## src/rtl/proc_pkg.sv

```systemverilog
// Shared constants and FSM state type for the 8-bit processor front end.
package proc_pkg;
  localparam int unsigned PC_W_DEF     = 10;
  localparam int unsigned INSTR_W      = 8;
  localparam int unsigned START_PC_DEF = 0;

  typedef enum logic [1:0] {IDLE, LOAD, RUN, HALT} fetch_state_e;
endpackage

```

## src/rtl/fetch_unit_if.sv

```systemverilog
// Fetch-stage bus: start control, decoder feedback, instruction memory and status.
interface fetch_unit_if import proc_pkg::*; #(
  parameter int unsigned PC_W = PC_W_DEF
);
  logic               start_i;
  logic               branchf_i;
  logic               branchb_i;
  logic               done_i;
  logic [PC_W-1:0]    branch_offset_i;
  logic [PC_W-1:0]    imem_addr_o;
  logic [INSTR_W-1:0] imem_data_i;
  logic [INSTR_W-1:0] instruction_o;
  logic               instr_valid_o;
  logic [PC_W-1:0]    pc_o;
  logic               halted_o;
  logic [15:0]        cycle_count_o;

  modport master (
    input  start_i, branchf_i, branchb_i, done_i, branch_offset_i, imem_data_i,
    output imem_addr_o, instruction_o, instr_valid_o, pc_o, halted_o, cycle_count_o
  );

  modport slave (
    output start_i, branchf_i, branchb_i, done_i, branch_offset_i, imem_data_i,
    input  imem_addr_o, instruction_o, instr_valid_o, pc_o, halted_o, cycle_count_o
  );
endinterface

```

## src/rtl/fetch_unit_next_pc_sel.sv

```systemverilog
// Next-PC priority mux: done holds, forward branch beats backward, else increment (mod 2^PC_W).
module next_pc_sel #(
  parameter int unsigned PC_W = 10
) (
  input  logic [PC_W-1:0] pc,
  input  logic            done,
  input  logic            branchf,
  input  logic            branchb,
  input  logic [PC_W-1:0] offset,
  output logic [PC_W-1:0] next_pc
);
  always_comb begin
    next_pc = pc + PC_W'(1);
    if (done)         next_pc = pc;
    else if (branchf) next_pc = pc + offset;
    else if (branchb) next_pc = pc - offset;
  end
endmodule

```

## src/rtl/fetch_unit.sv

```systemverilog
// Instruction fetch stage: PC register, run/halt FSM, zero-bubble synchronous imem fetch.
// Optional executed-instruction counter enabled by `define CYCLE_COUNT_EN.
module fetch_unit import proc_pkg::*; #(
  parameter int unsigned PC_W     = PC_W_DEF,
  parameter int unsigned START_PC = START_PC_DEF
) (
  input  logic          clk,
  input  logic          reset,
  fetch_unit_if.master  bus
);
  localparam logic [PC_W-1:0] START_ADDR = PC_W'(START_PC);

  fetch_state_e       state_q, state_d;
  logic [PC_W-1:0]    pc_q, pc_d, next_pc;
  logic               halted_q, halted_d;
  logic               valid;
  logic [PC_W-1:0]    imem_addr;
  logic [INSTR_W-1:0] instr;

  next_pc_sel #(.PC_W(PC_W)) u_next_pc_sel (
    .pc      (pc_q),
    .done    (bus.done_i),
    .branchf (bus.branchf_i),
    .branchb (bus.branchb_i),
    .offset  (bus.branch_offset_i),
    .next_pc (next_pc)
  );

  always_ff @(posedge clk or posedge reset) begin
    if (reset) begin
      state_q  <= IDLE;
      pc_q     <= START_ADDR;
      halted_q <= 1'b0;
    end else begin
      state_q  <= state_d;
      pc_q     <= pc_d;
      halted_q <= halted_d;
    end
  end

  always_comb begin
    state_d   = state_q;
    pc_d      = pc_q;
    halted_d  = halted_q;
    imem_addr = pc_q;
    valid     = 1'b0;
    instr     = '0;
    unique case (state_q)
      IDLE: begin
        imem_addr = START_ADDR;
        if (bus.start_i) begin
          state_d = LOAD;
          pc_d    = START_ADDR;
        end
      end
      LOAD: state_d = RUN;
      RUN: begin
        // Address the next PC now so its data lands as pc_q updates.
        valid     = 1'b1;
        instr     = bus.imem_data_i;
        imem_addr = next_pc;
        pc_d      = next_pc;
        if (bus.done_i) begin
          state_d  = HALT;
          halted_d = 1'b1;
        end
      end
      HALT: begin
        if (bus.start_i) begin
          state_d  = LOAD;
          pc_d     = START_ADDR;
          halted_d = 1'b0;
        end
      end
      default: state_d = IDLE;
    endcase
  end

  assign bus.imem_addr_o   = imem_addr;
  assign bus.instruction_o = instr;
  assign bus.instr_valid_o = valid;
  assign bus.pc_o          = pc_q;
  assign bus.halted_o      = halted_q;

`ifdef CYCLE_COUNT_EN
  logic        start_accept;
  logic [15:0] count_q;

  assign start_accept = bus.start_i && ((state_q == IDLE) || (state_q == HALT));

  always_ff @(posedge clk or posedge reset) begin
    if (reset)                         count_q <= '0;
    else if (start_accept)             count_q <= '0;
    else if (valid && (count_q != '1)) count_q <= count_q + 16'd1;
  end

  assign bus.cycle_count_o = count_q;
`else
  assign bus.cycle_count_o = '0;
`endif
endmodule

```

## src/flat_wrapper.sv

```systemverilog
// flat-port wrapper written by rule: the top's interface ports become plain ports
module fetch_unit_flat import proc_pkg::*;
#(
  parameter int unsigned PC_W     = PC_W_DEF,
  parameter int unsigned START_PC = START_PC_DEF
)
  (clk, reset, bus_start_i, bus_branchf_i, bus_branchb_i, bus_done_i, bus_branch_offset_i, bus_imem_data_i, bus_imem_addr_o, bus_instruction_o, bus_instr_valid_o, bus_pc_o, bus_halted_o, bus_cycle_count_o);
  fetch_unit_if #(.PC_W(PC_W)) bus_i ();
  input  logic clk;
  input  logic reset;
  input wire logic [$bits(bus_i.start_i)-1:0] bus_start_i;
  input wire logic [$bits(bus_i.branchf_i)-1:0] bus_branchf_i;
  input wire logic [$bits(bus_i.branchb_i)-1:0] bus_branchb_i;
  input wire logic [$bits(bus_i.done_i)-1:0] bus_done_i;
  input wire logic [$bits(bus_i.branch_offset_i)-1:0] bus_branch_offset_i;
  input wire logic [$bits(bus_i.imem_data_i)-1:0] bus_imem_data_i;
  output wire logic [$bits(bus_i.imem_addr_o)-1:0] bus_imem_addr_o;
  output wire logic [$bits(bus_i.instruction_o)-1:0] bus_instruction_o;
  output wire logic [$bits(bus_i.instr_valid_o)-1:0] bus_instr_valid_o;
  output wire logic [$bits(bus_i.pc_o)-1:0] bus_pc_o;
  output wire logic [$bits(bus_i.halted_o)-1:0] bus_halted_o;
  output wire logic [$bits(bus_i.cycle_count_o)-1:0] bus_cycle_count_o;
  assign bus_i.start_i = bus_start_i;
  assign bus_i.branchf_i = bus_branchf_i;
  assign bus_i.branchb_i = bus_branchb_i;
  assign bus_i.done_i = bus_done_i;
  assign bus_i.branch_offset_i = bus_branch_offset_i;
  assign bus_i.imem_data_i = bus_imem_data_i;
  assign bus_imem_addr_o = bus_i.imem_addr_o;
  assign bus_instruction_o = bus_i.instruction_o;
  assign bus_instr_valid_o = bus_i.instr_valid_o;
  assign bus_pc_o = bus_i.pc_o;
  assign bus_halted_o = bus_i.halted_o;
  assign bus_cycle_count_o = bus_i.cycle_count_o;
  fetch_unit #(.PC_W(PC_W), .START_PC(START_PC)) u_core (.clk(clk), .reset(reset), .bus(bus_i));
endmodule
```

## config.mk

```make
export PLATFORM = sky130hd
export DESIGN_NAME = fetch_unit_flat
export DESIGN_NICKNAME = d
export VERILOG_FILES = /design/src/rtl/proc_pkg.sv /design/src/rtl/fetch_unit_if.sv /design/src/rtl/fetch_unit_next_pc_sel.sv /design/src/rtl/fetch_unit.sv /design/src/flat_wrapper.sv
export SDC_FILE = /design/constraint.sdc
export NUM_CORES = 1
export LEC_CHECK = 0
export ABC_AREA = 0
export ABC_CLOCK_PERIOD_IN_PS = 3000
export CORE_ASPECT_RATIO = 0.8
export CORE_MARGIN = 2
export CORE_UTILIZATION = 40
export CTS_CLUSTER_DIAMETER = 80
export DETAILED_ROUTE_END_ITERATION = 10
export PLACE_DENSITY_LB_ADDON = 0.2
export SYNTH_ARGS = -nofsm -noshare
export SYNTH_HDL_FRONTEND = slang
export SYNTH_SLANG_ARGS = --single-unit
```

## constraint.sdc

```tcl
create_clock -name clk -period 3 [get_ports clk]
set_input_delay 0.3 -clock clk [delete_from_list [all_inputs] [get_ports clk]]
set_output_delay 0.3 -clock clk [all_outputs]
set_load 0.02 [all_outputs]
```

==> impl_metrics.tcl <==
set metrics [dict create \
    setup_viol 2 \
    p_total_uw 2070 \
    fin_crit_ps 3110 \
    hold_viol_final 0 \
    n_antenna_cell 0 \
    crit_path_end_kind "output pin" \
    synth_enable_flop_cells 0 \
    grt_first_pass_wirelength_um 8460 \
    path_class "primary input to output pin" \
    cp_max_fo 5 \
    placed_area_um2 2530 \
    async_flop_share_pct 100 \
    start_kind "primary input" \
    vias 1915 \
    whs_ps 413 \
    hpwl_um 3930 \
    gp_congestion 0.838 \
    rrSetupSlack_ps 860 \
    place.port_buffers 53 \
    crit_path_top_delay_cell "mux2_4" \
    ys_ff_latch 13 \
    p_per_area_nw_per_um2 773 \
    synth_warnings 0 \
    rr_worst_depth 9 \
    start_util_pct 41.4 \
    vias_per_cell 5.32 \
    ys_seq_area_share_pct 18.8 \
    first_pass_iters 5 \
    grt_max_degree 18 \
    required_ps 2700 \
    failed_checks "negative setup slack" \
    r2r_end "u_core.bus.pc_o[8]" \
    maxSlewHeadroom_pct 60.3 \
    synth_top_area_share_pct 18.8 \
    hold_class "primary input to asynchronous set/reset pin" \
    crit_path_cell_trace "buf_6 -> and2b_1 -> ha_4 -> nand3b_1 -> mux2_4 -> a22o_1 -> ha_4 -> a21o_1 -> a21o_1 -> a21oi_2 -> a21oi_2 -> o21ai_2 -> mux2i_2 -> buf_4" \
    grt_antenna_before_repair 0 \
    met1_usage_pct 31.1 \
    fillers 370 \
    netlist_instances 218 \
    clockBufferDepth 2 \
    synth_area_leaders "dfrtp_1, ha_1, buf_4, a22o_1, o21ai_0" \
    critical_path.max_stage_delay_ps 300 \
    worst_pin_slew_ps 595 \
    io_pins 70 \
    fin_crit_sh_pct 104 \
    overflow 0 \
    die_h_um 62.9 \
    drv_cap 0 \
    row_count 21 \
    ant_nets 0 \
    drive_above_1_share_pct 31.4 \
    synth.most_common_cell "nand2_1" \
    dieArea_um2 4870 \
    ir_drop_uv 435 \
    postLayoutCellArea_um2 2680 \
    synth_area_per_cell_um2 7.94 \
    cts_root_buf "clkbuf_8" \
    nets 343 \
    clock_skew_ps 2.78 \
    core-area_um2 4180 \
    route.detailed.drc 0 \
    die_w_um 77.6 \
    clock_latency_ps 250 \
    grt_setup_unrepaired "true" \
    finalSetupTns_ps -151 \
    clk_pin_slew_ps 60 \
    syn_area_um2 1730 \
    ctsHtreeMaxLevel 1 \
    dp_cells 354 \
    use_met2_pct 33.9 \
    netlist_top_cells_count "nand2_1, buf_4, ha_1, o21ai_0, dfrtp_1" \
    drt-initial-drc-count 86 \
    yosysTopAreaCell "dfrtp_1" \
    busiest_layer "met2" \
    worstPathArrival_ps 2810 \
    area.growth.synth_to_final_pct 54.7 \
    max_freq_ghz 0.321 \
    fin_ws_ps -113 \
    timing.rr.start "u_core.bus.pc_o[0]" \
    ys.flop_type "dfrtp_1" \
    grtUsageMet3_pct 3.61 \
    routedWlPerCell_um 14.2 \
    status "finished, violations left" \
    cts_tree "done" \
    grt.total_usage_pct 21.3 \
    leakage_uw 0.00126 \
    synth_cell_types 49 \
    grt_pass1_vias 1757 \
    cts_sinks 13 \
    fin_cells 360 \
    wl_um 5110 \
    cts_buffers 3 \
    slew_violations 0 \
]
==> how the worst max path moves through the flow <==
stage | startpoint | to | slack [ps] | cells past startpoint
2_1_floorplan | bus_branchb_i | bus_imem_addr_o[9] | -100 | 13
3_3_place_gp | bus_branchb_i | bus_imem_addr_o[9] | -990 | 13
3_5_place_dp | bus_branchb_i | bus_imem_addr_o[9] | -1100 | 13
4_1_cts | bus_branch_offset_i[1] | bus_imem_addr_o[9] | -140 | 14
5_1_grt | bus_branch_offset_i[1] | bus_imem_addr_o[9] | -210 | 14
6_report | bus_branch_offset_i[1] | bus_imem_addr_o[9] | -110 | 14
==> metal layers <==
metal	up-vias	routed length, µm
met5	-	0
met4	0	10
met3	8	222
met2	64	2410
met1	902	2470
li1	941	-
==> flip-flops by register name, summed over array words and instances (netlist names) <==
register             cells
u_core.bus.pc_o         10
u_core.bus.halted_o      1
u_core.state_q           2
==> final cells by class <==
| cell class | count | area, µm² | area share, % |
|---|---|---|---|
| multi-input combinational | 186 | 1430 | 53.4 |
| clock inverter | 1 | 5.00 | 0.187 |
| tap | 57 | 71.3 | 2.66 |
| inverter | 8 | 30.0 | 1.12 |
| timing repair buffer | 92 | 776 | 29.0 |
| clock buffer | 3 | 41.3 | 1.54 |
| sequential | 13 | 325 | 12.1 |
==> cell usage in the layout (no fill, tap or decap), types with 4 or more instances in the layout <==
cell type        count
a21o_1               7
dfrtp_1             13
nand2_1             17
and2_1               8
conb_1              16
a21oi_1              8
nor2_1               9
inv_1                8
ha_4                 6
o21ai_0              9
ha_1                 8
a21oi_2              4
nor3_1               4
nand3_1              6
buf_4               42
clkdlybuf4s50_1     36
mux2_2               5
o21ai_1              4
a22o_1              10
buf_2                6
a31o_2               4
a31oi_1              5
==> critical path: cells and delay by family <==
kind / cells / cell delay (ps)
AOI/OAI and AO/OA: 6 / 1020
and+or+nand+nor: 2 / 320
buffers and inverters: 2 / 250
muxes: 2 / 510
adders and majority gates: 2 / 400
==> where the power goes <==
group	switching, µW	internal [µW]
sequential	91.3	244
combinational	837	731
clock	75.3	92.0
total	1000	1070
==> per-stage QoR <==
stage               worst slack, ps  utilization [%]
floorplan                     -95.3                -
global placement               -994             60.5
detailed placement            -1100             60.5
CTS                            -142             62.9
global route                   -209             64.1
finish                         -113             64.1
==> timing repair <==
action                                  4_1_cts  5_1_grt
gates resized for setup                      68       21
pin swaps                                    14       15
hold buffers                                  0        0
endpoints found under the setup margin       10        8
setup buffers                                 1        1
gates cloned                                  0        0
==> kinds of logic after synthesis <==
family	after synthesis	synth area share, %
buf+inv	34	10.8
mux	9	5.64
fa+ha+maj	15	11.3
xor+xnor	6	3.04
compound gates	67	26.7
flops	13	18.8
simple gates	73	23.6
other cells	1	0.217
Note: power is estimated with default switching activity, not from simulation.
